## src/rtl/mc_ctrl_pkg.sv

```systemverilog
// Shared definitions for the multi-cycle processor control unit:
// opcodes, state encodings, datapath select codes and the control word.
package mc_ctrl_pkg;

    localparam logic [2:0] OP_RTYPE   = 3'b000;
    localparam logic [2:0] OP_LW      = 3'b001;
    localparam logic [2:0] OP_SW      = 3'b010;
    localparam logic [2:0] OP_BEQ     = 3'b011;
    localparam logic [2:0] OP_J       = 3'b100;
    localparam logic [2:0] OP_ADDI    = 3'b101;
    localparam logic [2:0] OP_ILLEGAL = 3'b110;
    localparam logic [2:0] OP_HALT    = 3'b111;

    typedef enum logic [3:0] {
        S_FETCH  = 4'd0,
        S_DECODE = 4'd1,
        S_MEMADR = 4'd2,
        S_MEMRD  = 4'd3,
        S_MEMWB  = 4'd4,
        S_MEMWR  = 4'd5,
        S_EXEC   = 4'd6,
        S_RWB    = 4'd7,
        S_BRANCH = 4'd8,
        S_JUMP   = 4'd9,
        S_ADDIEX = 4'd10,
        S_ADDIWB = 4'd11,
        S_HALT   = 4'd12
    } state_t;

    localparam logic [1:0] ALU_ADD  = 2'b00;
    localparam logic [1:0] ALU_SUB  = 2'b01;
    localparam logic [1:0] ALU_FUNC = 2'b10;

    localparam logic [1:0] SRCB_REG    = 2'b00;
    localparam logic [1:0] SRCB_FOUR   = 2'b01;
    localparam logic [1:0] SRCB_IMM    = 2'b10;
    localparam logic [1:0] SRCB_IMM_SH = 2'b11;

    localparam logic [1:0] PCSRC_ALU    = 2'b00;
    localparam logic [1:0] PCSRC_ALUOUT = 2'b01;
    localparam logic [1:0] PCSRC_JUMP   = 2'b10;

    typedef struct packed {
        logic       pc_write;
        logic       pc_write_cond;
        logic       iord;
        logic       mem_read;
        logic       mem_write;
        logic       mem_to_reg;
        logic       ir_write;
        logic       alu_src_a;
        logic       reg_write;
        logic       reg_dst;
        logic [1:0] alu_op;
        logic [1:0] alu_src_b;
        logic [1:0] pc_source;
    } ctrl_t;

    // A memory wait must not commit architectural state; selects stay put.
    function automatic ctrl_t suppress_writes(input ctrl_t c);
        ctrl_t r;
        r               = c;
        r.pc_write      = 1'b0;
        r.pc_write_cond = 1'b0;
        r.ir_write      = 1'b0;
        r.reg_write     = 1'b0;
        r.mem_write     = 1'b0;
        return r;
    endfunction

endpackage

```

## src/rtl/mc_ctrl_decode.sv

```systemverilog
// Moore output decode: maps the current state to the datapath control word.
module mc_ctrl_decode
    import mc_ctrl_pkg::*;
(
    input  state_t state,
    output ctrl_t  ctrl
);

    always_comb begin
        // NOTE: default the whole word first so every path assigns it and no latch is inferred.
        ctrl = '0;
        case (state)
            S_FETCH: begin
                ctrl.mem_read  = 1'b1;
                ctrl.ir_write  = 1'b1;
                ctrl.pc_write  = 1'b1;
                ctrl.alu_src_b = SRCB_FOUR;
                ctrl.alu_op    = ALU_ADD;
                ctrl.pc_source = PCSRC_ALU;
            end
            S_DECODE: begin
                ctrl.alu_src_b = SRCB_IMM_SH;
                ctrl.alu_op    = ALU_ADD;
            end
            S_MEMADR, S_ADDIEX: begin
                ctrl.alu_src_a = 1'b1;
                ctrl.alu_src_b = SRCB_IMM;
                ctrl.alu_op    = ALU_ADD;
            end
            S_MEMRD: begin
                ctrl.mem_read = 1'b1;
                ctrl.iord     = 1'b1;
            end
            S_MEMWB: begin
                ctrl.reg_write  = 1'b1;
                ctrl.mem_to_reg = 1'b1;
            end
            S_MEMWR: begin
                ctrl.mem_write = 1'b1;
                ctrl.iord      = 1'b1;
            end
            S_EXEC: begin
                ctrl.alu_src_a = 1'b1;
                ctrl.alu_src_b = SRCB_REG;
                ctrl.alu_op    = ALU_FUNC;
            end
            S_RWB: begin
                ctrl.reg_write = 1'b1;
                ctrl.reg_dst   = 1'b1;
            end
            S_BRANCH: begin
                ctrl.alu_src_a     = 1'b1;
                ctrl.alu_src_b     = SRCB_REG;
                ctrl.alu_op        = ALU_SUB;
                ctrl.pc_write_cond = 1'b1;
                ctrl.pc_source     = PCSRC_ALUOUT;
            end
            S_JUMP: begin
                ctrl.pc_write  = 1'b1;
                ctrl.pc_source = PCSRC_JUMP;
            end
            S_ADDIWB: ctrl.reg_write = 1'b1;
            default:  ctrl = '0;
        endcase
    end

endmodule

```

## src/rtl/mc_control_unit.sv

```systemverilog
// Multi-cycle Moore control FSM for the 16-bit processor: state register,
// sequencing, stall/reset gating of the control word, flags and perf counters.
module mc_control_unit
    import mc_ctrl_pkg::*;
#(
    parameter int CNT_W         = 16,
    parameter bit ILLEGAL_HALTS = 1'b0
) (
    input  logic             clock,
    input  logic             reset,
    input  logic [2:0]       opcode,
    input  logic             stall,
    output logic             PCWrite,
    output logic             PCWriteCond,
    output logic             IorD,
    output logic             MemRead,
    output logic             MemWrite,
    output logic             MemtoReg,
    output logic             IRWrite,
    output logic             ALUSrcA,
    output logic             RegWrite,
    output logic             RegDst,
    output logic [1:0]       ALUOp,
    output logic [1:0]       ALUSrcB,
    output logic [1:0]       PCSource,
    output logic             halted,
    output logic             illegal_op,
    output logic [3:0]       state_dbg,
    output logic [CNT_W-1:0] cycle_count,
    output logic [CNT_W-1:0] instr_count
);

    state_t           state_q, state_d;
    logic [2:0]       opcode_q, opcode_d;
    logic             illegal_q, illegal_d;
    logic [CNT_W-1:0] cycle_q, cycle_d;
    logic [CNT_W-1:0] instr_q, instr_d;
    ctrl_t            raw_ctrl, out_ctrl;

    mc_ctrl_decode u_decode (
        .state (state_q),
        .ctrl  (raw_ctrl)
    );

    always_comb begin
        state_d   = state_q;
        opcode_d  = opcode_q;
        illegal_d = illegal_q;
        cycle_d   = cycle_q;
        instr_d   = instr_q;

        if (state_q != S_HALT) begin
            cycle_d = cycle_q + CNT_W'(1);
        end

        if (!stall) begin
            case (state_q)
                S_FETCH: begin
                    state_d = S_DECODE;
                    instr_d = instr_q + CNT_W'(1);
                end
                S_DECODE: begin
                    // Opcode is captured here so MEMADR does not depend on IR later.
                    opcode_d = opcode;
                    case (opcode)
                        OP_RTYPE:     state_d = S_EXEC;
                        OP_LW, OP_SW: state_d = S_MEMADR;
                        OP_BEQ:       state_d = S_BRANCH;
                        OP_J:         state_d = S_JUMP;
                        OP_ADDI:      state_d = S_ADDIEX;
                        OP_HALT:      state_d = S_HALT;
                        default: begin
                            illegal_d = 1'b1;
                            state_d   = ILLEGAL_HALTS ? S_HALT : S_FETCH;
                        end
                    endcase
                end
                S_MEMADR: state_d = (opcode_q == OP_LW) ? S_MEMRD : S_MEMWR;
                S_MEMRD:  state_d = S_MEMWB;
                S_EXEC:   state_d = S_RWB;
                S_ADDIEX: state_d = S_ADDIWB;
                S_HALT:   state_d = S_HALT;
                default:  state_d = S_FETCH;
            endcase
        end
    end

    always_comb begin
        out_ctrl = raw_ctrl;
        if (stall) begin
            out_ctrl = suppress_writes(raw_ctrl);
        end
        if (!reset) begin
            out_ctrl = '0;
        end
    end

    // NOTE: reset is synchronous, so it is sampled inside the clocked block only.
    always_ff @(posedge clock) begin
        if (!reset) begin
            state_q   <= S_FETCH;
            opcode_q  <= OP_RTYPE;
            illegal_q <= 1'b0;
            cycle_q   <= '0;
            instr_q   <= '0;
        end else begin
            // NOTE: non-blocking so every flop updates from the same pre-edge values.
            state_q   <= state_d;
            opcode_q  <= opcode_d;
            illegal_q <= illegal_d;
            cycle_q   <= cycle_d;
            instr_q   <= instr_d;
        end
    end

    assign PCWrite     = out_ctrl.pc_write;
    assign PCWriteCond = out_ctrl.pc_write_cond;
    assign IorD        = out_ctrl.iord;
    assign MemRead     = out_ctrl.mem_read;
    assign MemWrite    = out_ctrl.mem_write;
    assign MemtoReg    = out_ctrl.mem_to_reg;
    assign IRWrite     = out_ctrl.ir_write;
    assign ALUSrcA     = out_ctrl.alu_src_a;
    assign RegWrite    = out_ctrl.reg_write;
    assign RegDst      = out_ctrl.reg_dst;
    assign ALUOp       = out_ctrl.alu_op;
    assign ALUSrcB     = out_ctrl.alu_src_b;
    assign PCSource    = out_ctrl.pc_source;

    assign halted      = reset && (state_q == S_HALT);
    assign illegal_op  = illegal_q;
    assign state_dbg   = state_q;
    assign cycle_count = cycle_q;
    assign instr_count = instr_q;

endmodule

```

## config.mk

```make
export PLATFORM = sky130hd
export DESIGN_NAME = mc_control_unit
export DESIGN_NICKNAME = d
export VERILOG_FILES = /design/src/rtl/mc_ctrl_pkg.sv /design/src/rtl/mc_ctrl_decode.sv /design/src/rtl/mc_control_unit.sv
export SDC_FILE = /design/constraint.sdc
export NUM_CORES = 1
export LEC_CHECK = 0
export ABC_CLOCK_PERIOD_IN_PS = 2000
export CORE_MARGIN = 3
export CORE_UTILIZATION = 56
export DETAILED_ROUTE_END_ITERATION = 10
export DONT_BUFFER_PORTS = 1
export HOLD_SLACK_MARGIN = 0.15
export PLACE_DENSITY = 0.74
export SLEW_MARGIN = 20
export SYNTH_ARGS = -nofsm -noshare
export SYNTH_HDL_FRONTEND = slang
export SYNTH_HIERARCHICAL = 1
export SYNTH_SLANG_ARGS = --single-unit
```

## constraint.sdc

```tcl
create_clock -name clock -period 2 [get_ports clock]
set_input_delay 0.1 -clock clock [delete_from_list [all_inputs] [get_ports clock]]
set_output_delay 0.1 -clock clock [all_outputs]
set_load 0.05 [all_outputs]
```

==> flow_summary.json <==
{
  "num-nets-final": 335,
  "area_delta_synth_final_pct": 24.32,
  "fmax_ghz": 0.5072,
  "grt_overflow": 0,
  "drt_iter0_drc": 194,
  "cts.sinks": 40,
  "n_antenna_cell": 0,
  "wl_um": 5531,
  "final_cell_mix": "49 x buf_4, 35 x dfxtp_1, 30 x nor2_1, 20 x a21oi_1, 19 x nand2_1",
  "final_max_slew_viol_count": 0,
  "crit_arrival_ps": 2210,
  "p_leak_nw": 1.069,
  "grt_pass1_vias": 1960,
  "hold_slack_ps": 155.0,
  "hold_viol": 0,
  "dp_slack_ps": 1.590,
  "insertion_delay_ps": 290,
  "cts_buffers": 5,
  "yosysTopAreaCell": "dfxtp_1",
  "fin_crit_ps": 1972,
  "p_per_area_nw_per_um2": 615.5,
  "grt_use_total_pct": 22.73,
  "core_um2": 3771,
  "ys_ff_latch": 40,
  "finalWeightedCongestion": 0.8181,
  "cts-root-buf": "clkbuf_8",
  "grt_antenna_before_repair": 0,
  "rsz0062_at_grt": "yes",
  "ys_seq_area_share_pct": 35.46,
  "dieArea_um2": 4831,
  "async_reset_ff_share_pct": 0,
  "viasPerCell": 5.763,
  "fin_crit_sh_pct": 98.59,
  "maxCapViolCount": 0,
  "grt_pass1_wl_um": 9308,
  "clkTransAtPathRegs_ps": 80,
  "outcome": "complete, no violations",
  "die_y_um": 69.51,
  "setup-violations-final": 0,
  "layout-drive-gt1-share_pct": 23.78,
  "grt_start_max_net_pins": 30,
  "io_buffers": 0,
  "required_ps": 2230,
  "synth_top_area_share_pct": 35.46,
  "synthDistinctLibCells": 49,
  "setup_ws_ps": 28.26,
  "critPathCaptureType": "flip-flop",
  "drt_pass1_iterations": 4,
  "drc": 0,
  "die_x_um": 69.51,
  "syn_nets": 291,
  "finalPower_mw": 1.728,
  "synth_flop_cell": "dfxtp_1",
  "fin_skew_ps": 9.501,
  "stdcell_count": 376,
  "clk_path_buf_depth": 2,
  "setup.worst_path.class": "reg -> reg",
  "num_rows": 22,
  "wl_per_cell_um": 14.71,
  "synth_edf_count": 0,
  "critPathLaunchType": "flip-flop",
  "hpwl_um": 3810,
  "numPlacedInstances": 362,
  "slew_headroom_pct": 63.35,
  "final_common_cell": "buf_4",
  "place_area_um2": 2629,
  "synth_cells": 283,
  "num_vias": 2167,
  "post-route-cell-area_um2": 2808,
  "htree_levels": 2,
  "start_util_pct": 59.89,
  "utilization_pct": 74.45,
  "worstPathMaxFanout": 7,
  "ios": 60,
  "worst_pin_slew_ps": 549.1,
  "drtAntennaViolNets": 0,
  "synth_area_leaders": "dfxtp_1 35%, nor2_1 5.2%, a21oi_1 4.7%, xnor2_1 4.7%, and2_1 4.4%",
  "tritoncts": "done",
  "ys.warnings.count": 6,
  "fillers": 293,
  "hp-class": "in -> reg",
  "netlist_area_um2": 2258,
  "fin_tns_setup_ps": 0,
  "post_synth.cell_area_avg_um2": 7.980,
  "vdd_ir_drop_max_mv": 0.5583
}
layout make-up:
cell class	count	area [um^2]	area share, %
inverter	8	30.03	1.070
clock inverter	1	6.256	0.2228
timing repair buffer	59	490.5	17.47
tap	48	60.06	2.139
multi-input combinational	213	1323	47.10
sequential	40	812.0	28.92
clock buffer	7	86.33	3.075
cells by family (layout without fill, tap and decap cells):
logic type,count (synthesis),in the layout,share of synthesized area [%]
AO/OA/AOI/OAI,46,46,11.86
adder cells (fa/ha/maj),3,3,1.551
flip-flops,40,40,35.46
AND/OR/NAND/NOR,141,141,35.29
buffers and inverters,30,75,6.925
XOR/XNOR,23,23,8.920
flip-flops by register name, summed over array words and instances (netlist names):
register / count
cycle_count: 16
instr_count: 16
illegal_op: 1
opcode_q: 3
state_dbg: 4
cells in the mapped netlist (9+ instances only):
cell type	count
a21oi_1	21
clkbuf_1	10
nand2_1	19
dfxtp_1	40
xor2_1	11
nand4_1	9
xnor2_1	12
nor2_1	31
and2_1	16
nand3_1	14
o21ai_0	11
or3_1	9
critical path, stage by stage (launching register included):
cell,delay [ps]
dfxtp_2,330
or4_4,530
or3_4,440
or4_4,490
a21oi_2,120
final timing paths:
| check | depth (start not counted) | to | slack [ps] | start |
|---|---|---|---|---|
| max | 4 | instr_count[15]$_SDFFE_PN0P_ | 30 | state_dbg[2]$_SDFFE_PN0N_ |
| min | 3 | illegal_op$_SDFFE_PN0P_ | 160 | opcode[0] |
| max reg2reg | 4 | instr_count[15]$_SDFFE_PN0P_ | 30 | state_dbg[2]$_SDFFE_PN0N_ |
| min reg2reg | 2 | opcode_q[1]$_SDFFE_PN0P_ | 460 | opcode_q[1]$_SDFFE_PN0P_ |
report_power, final:
part / switching (mW) / internal [mW] / leakage, nW
Sequential: 0.0188 / 0.813 / 0.326
Combinational: 0.214 / 0.112 / 0.694
Clock: 0.288 / 0.282 / 0.0488
repair_timing:
action,in CTS,in global routing
endpoints found under the hold margin,13,0
hold buffers,6,0
cloned,0,0
pin swaps,0,1
setup buffers,0,0
gates resized for setup,3,4
endpoints found under the setup margin,2,3
per-layer routing:
metal	track usage, %	part of all wire [%]	up-vias
li1	-	-	1086
met2	38.03	49	59
met1	28.97	44	1017
met3	5.797	6.2	5
met5	0	0	-
met4	6.074	0.92	0
Note: power is estimated with default switching activity, not from simulation.
